## src/rtl/fd_prog.sv

```systemverilog
// fd_prog: programmable integer clock divider with glitch-free ratio reload
// and single-cycle rise/fall strobes aligned to the registered div_out.
module fd_prog #(
   parameter int CNT_W     = 8,
   parameter int RST_DIV   = 4,
   parameter bit RST_LEVEL = 1'b1
) (
   input  logic             clk,
   input  logic             rst,
   input  logic             en,
   input  logic [CNT_W-1:0] div_val,
   input  logic             div_load,
   output logic             div_busy,
   output logic [CNT_W-1:0] div_cur,
   output logic             div_out,
   output logic             div_rise,
   output logic             div_fall
);
   logic [CNT_W-1:0] cnt_q, cnt_d, cur_q, cur_d, pend_q, pend_d, cnt_nx;
   logic             busy_q, busy_d, out_q, out_d, rise_q, rise_d, fall_q, fall_d;
   logic             bnd, out_nx;
   logic [CNT_W:0]   h;
   always_comb begin
      bnd    = en && (cnt_q == cur_q - 1'b1);
      cnt_nx = bnd ? '0 : cnt_q + 1'b1;
      // one extra bit keeps N+1 from wrapping at the largest ratio
      h      = ({1'b0, cur_q} + 1'b1) >> 1;
      out_nx = {1'b0, cnt_nx} < h;
      cnt_d  = en ? cnt_nx : cnt_q;
      out_d  = en ? out_nx : out_q;
      rise_d = en & out_nx & ~out_q;
      fall_d = en & ~out_nx & out_q;
      cur_d  = (busy_q && bnd) ? pend_q : cur_q;
      busy_d = busy_q ? ~bnd : div_load;
      pend_d = (!busy_q && div_load) ?
               ((div_val[CNT_W-1:1] == '0) ? CNT_W'(2) : div_val) : pend_q;
   end
   always_ff @(posedge clk or posedge rst) begin
      if (rst) begin
         cnt_q  <= '0;
         cur_q  <= CNT_W'(RST_DIV);
         pend_q <= '0;
         busy_q <= 1'b0;
         out_q  <= RST_LEVEL;
         rise_q <= 1'b0;
         fall_q <= 1'b0;
      end else begin
         cnt_q  <= cnt_d;
         cur_q  <= cur_d;
         pend_q <= pend_d;
         busy_q <= busy_d;
         out_q  <= out_d;
         rise_q <= rise_d;
         fall_q <= fall_d;
      end
   end
   assign div_busy = busy_q;
   assign div_cur  = cur_q;
   assign div_out  = out_q;
   assign div_rise = rise_q;
   assign div_fall = fall_q;
endmodule
```

## config.mk

```make
export PLATFORM = sky130hd
export DESIGN_NAME = fd_prog
export DESIGN_NICKNAME = d
export VERILOG_FILES = /design/src/rtl/fd_prog.sv
export SDC_FILE = /design/constraint.sdc
export NUM_CORES = 1
export LEC_CHECK = 0
export BUFFER_PORTS_ARGS = -buffer_cell sky130_fd_sc_hd__clkbuf_2
export CAP_MARGIN = 10
export CELL_PAD_IN_SITES_DETAIL_PLACEMENT = 1
export CELL_PAD_IN_SITES_GLOBAL_PLACEMENT = 2
export CORE_MARGIN = 3
export CORE_UTILIZATION = 33
export CTS_CLUSTER_DIAMETER = 80
export DETAILED_ROUTE_END_ITERATION = 16
export HOLD_SLACK_MARGIN = 0.03
export PLACE_DENSITY = 0.8
export SLEW_MARGIN = 20
export SYNTH_ARGS = -nofsm -noshare
export SYNTH_HDL_FRONTEND = slang
export SYNTH_SLANG_ARGS = --single-unit
```

## constraint.sdc

```tcl
create_clock -name clk -period 3 [get_ports clk]
set_input_delay 0 -clock clk [delete_from_list [all_inputs] [get_ports clk]]
set_output_delay 0 -clock clk [all_outputs]
set_load 0.01 [all_outputs]
```

==> flow_summary.ini <==
[logic_synthesis]
async_reset_ff_share_pct = 100.0
synth_flop_cell = dfrtp_1
ys_ff_latch = 28
synthDistinctLibCells = 42
synth.net_count = 219
syn_area_um2 = 1953
ys_warn_count = 0
yosysSeqAreaShare_pct = 36.00
syn_inst = 197
avgSynthCellArea_um2 = 9.914
synth_edf_count = 0

[worst_hold_path]
min_path_type = in -> reg

[cts]
path_clk_slew_ns = 0.11
clock_latency_ns = 0.28
cts-root-buf = clkbuf_8
cts.sinks = 28
clk_path_buf_depth = 2
cts_tree = built
htree_levels = 1
cts_buffers = 3

[route]
route.met2.wl_mm = 2.666
route.detailed.drc = 0
via_per_inst = 5.056
drt-met1-wl_mm = 2.308
ant_nets = 0
topRoutingLayerUsed = met4
vias = 1638
wl_per_cell_um = 15.86
wl_met3_um = 123
dr.first_iter.drc_count = 38
dr.pass1.iters = 4
wl_mm = 5.140

[global_routing]
antenna_found_initial = 0
grt_use_total_pct = 15.19
grt_first_pass_wirelength_mm = 8.611
grt_start_max_net_pins = 29
globalRouteOverflowTotal = 0
grt_pass1_vias = 1765

[sta]
setup_ws_ns = -0.1958
min_period_ns = 3.196
finalSetupViolCount = 3
drv_slew = 0
hold_ws_ns = 0.2056
maxSlewHeadroom_pct = 47.11
fin_skew_ns = 0.01318
rsz0062_at_grt = yes
worst_pin_slew_ns = 0.7917
fmax_mhz = 312.9
hold_viol = 0
period_share_pct = 106.5

[power_and_ir_drop]
cellPowerDensity_nw_per_um2 = 1103
peakVddDrop_uv = 464.8
finalPower_w = 0.002926
total_leakage_power_nw = 1.162

[placement]
place_congestion = 0.7416
dp_slack_ns = -0.1061
hpwl_mm = 3.702
port_buffers = 23
dp_cells = 305

[die]
core_um2 = 5608
initial_core_util_pct = 34.83
num_io_pins = 24
die_x_um = 82.93
rows = 27
die_area_um2 = 6877
die_h_um = 82.93

[layout]
num-fill-cells = 637
final_nets = 275
drive_gt1_share_pct = 42.46
synthToLayoutAreaGrowth_pct = 35.87
final_util_pct = 47.32
antenna_cells = 0
finalNonFillerCells = 324

[critical_path]
crit_path_end_kind = register
setup.worst_path.start_class = register
crit_arrival_ns = 3.36
critPathMaxFanout = 5
crit_required_ns = 3.17
setup.worst_path.class = reg -> reg

[status]
status = complete, but fails checks
failed_checks = negative setup slack

[flow_run]
drv_cap = 0
[cell usage after synthesis (all sizes together), types with 3 or more instances]
cell / n / share of area (%)
dfrtp: 26 / 33
nor2: 21 / 4.9
xnor2: 18 / 8.1
mux2: 14 / 9.6
nand3: 12 / 3.1
ha: 10 / 6.4
and3: 9 / 2.9
clkbuf: 9 / 2.2
inv: 8 / 1.5
nand2: 8 / 1.5
nor3: 7 / 1.8
o21ai: 7 / 1.8
a21oi: 5 / 1.3
xor2: 5 / 2.2
a211oi: 3 / 1.7
nor4: 3 / 0.96
o21bai: 3 / 1.2
[flip-flops by register name, indices dropped and copies added, names as in the netlist]
signal / flops
cnt_q: 8
div_cur: 8
pend_q: 8
div_busy: 1
div_fall: 1
div_out: 1
div_rise: 1
[power by group]
group	internal, W	leakage [nW]	switching (W)	total, W
combinational	0.00101	0.784	0.000925	0.00193
clock	0.000179	0.0357	0.000128	0.000307
sequential	0.000535	0.343	0.000150	0.000685
[path summary, 6_finish.rpt]
path | startpoint | endpoint | slack, ns | cells past startpoint
worst max-delay path | div_cur[1] | div_fall | -0.20 | 13
worst min-delay path | en | cnt_q[0] | 0.21 | 4
worst max register to register | div_cur[1] | div_fall | -0.20 | 13
worst min register to register | pend_q[4] | div_cur[4] | 0.51 | 1
max in group asynchronous | rst | div_cur[2] | 2.35 | 4
min in group asynchronous | rst | div_cur[0] | 0.32 | 4
[critical path: stages, from the launching register on]
cell      delay, ns
dfrtp_2        0.42
or4_4          0.51
or3_4          0.41
a211oi_4       0.25
and4b_1        0.26
buf_6          0.16
nor2_2         0.05
ha_1           0.32
o21a_1         0.16
o21bai_4       0.16
nand2_2        0.09
nand3_2        0.09
o21bai_4       0.12
o41ai_2        0.07
[cells by family (layout without fill, tap and decap cells)]
family                   count (synthesis)  after routing  synth area share (%)
AND/OR/NAND/NOR                         73             73                 20.88
flip-flops                              28             28                 36.00
AO/OA/AOI/OAI                           26             26                 9.160
XOR/XNOR                                23             23                 10.31
buffers and inverters                   21             76                 6.598
multiplexers                            16             16                 10.63
adder cells (fa/ha/maj)                 10             10                 6.406
[layer usage]
layer | vias up | track usage (%)
met4 | 0 | 2.229
met2 | 24 | 28.06
met1 | 813 | 18.82
met3 | 4 | 2.480
met5 | - | 0
li1 | 797 | -
[layout by cell type (no fill, tap or decap), drive strengths merged, types with 8 or more instances in the layout]
cell type / netlist / routed
ha: 10 / 10
dfrtp: 26 / 26
clkbuf: 9 / 26
nor2: 21 / 21
inv: 8 / 8
mux2: 14 / 14
xnor2: 18 / 18
nand3: 12 / 12
and3: 9 / 9
dlygate4sd3: 0 / 10
buf: 2 / 31
nand2: 8 / 8
[stage by stage]
| step | area (um^2) | setup TNS, ns |
|---|---|---|
| after detailed placement | 2266 | -0.2603 |
| final | 2654 | -0.5598 |
| after floorplan | 1974 | -0.4796 |
| after CTS | 2484 | -0.3250 |
| after global placement | 2266 | -0.1630 |
| after global routing | 2654 | -1.095 |
[timing repair]
action,in CTS,in global routing
resized for setup,6,26
gates cloned,1,0
endpoints found under the hold margin,35,0
buffers inserted,2,2
pin swaps,3,21
setup endpoints to repair,3,3
hold buffers,10,0
[area by class of cell]
| type | count | area (um^2) | share of cell area [%] |
|---|---|---|---|
| multi-input cells | 148 | 1305 | 49.17 |
| flip-flops and latches | 28 | 705.7 | 26.59 |
| repair buffers | 64 | 451.7 | 17.02 |
| well taps | 72 | 90.09 | 3.395 |
| clock buffers | 3 | 41.29 | 1.556 |
| clock inverters | 1 | 30.03 | 1.132 |
| inverters | 8 | 30.03 | 1.132 |
(Power assumes the default switching activity.)
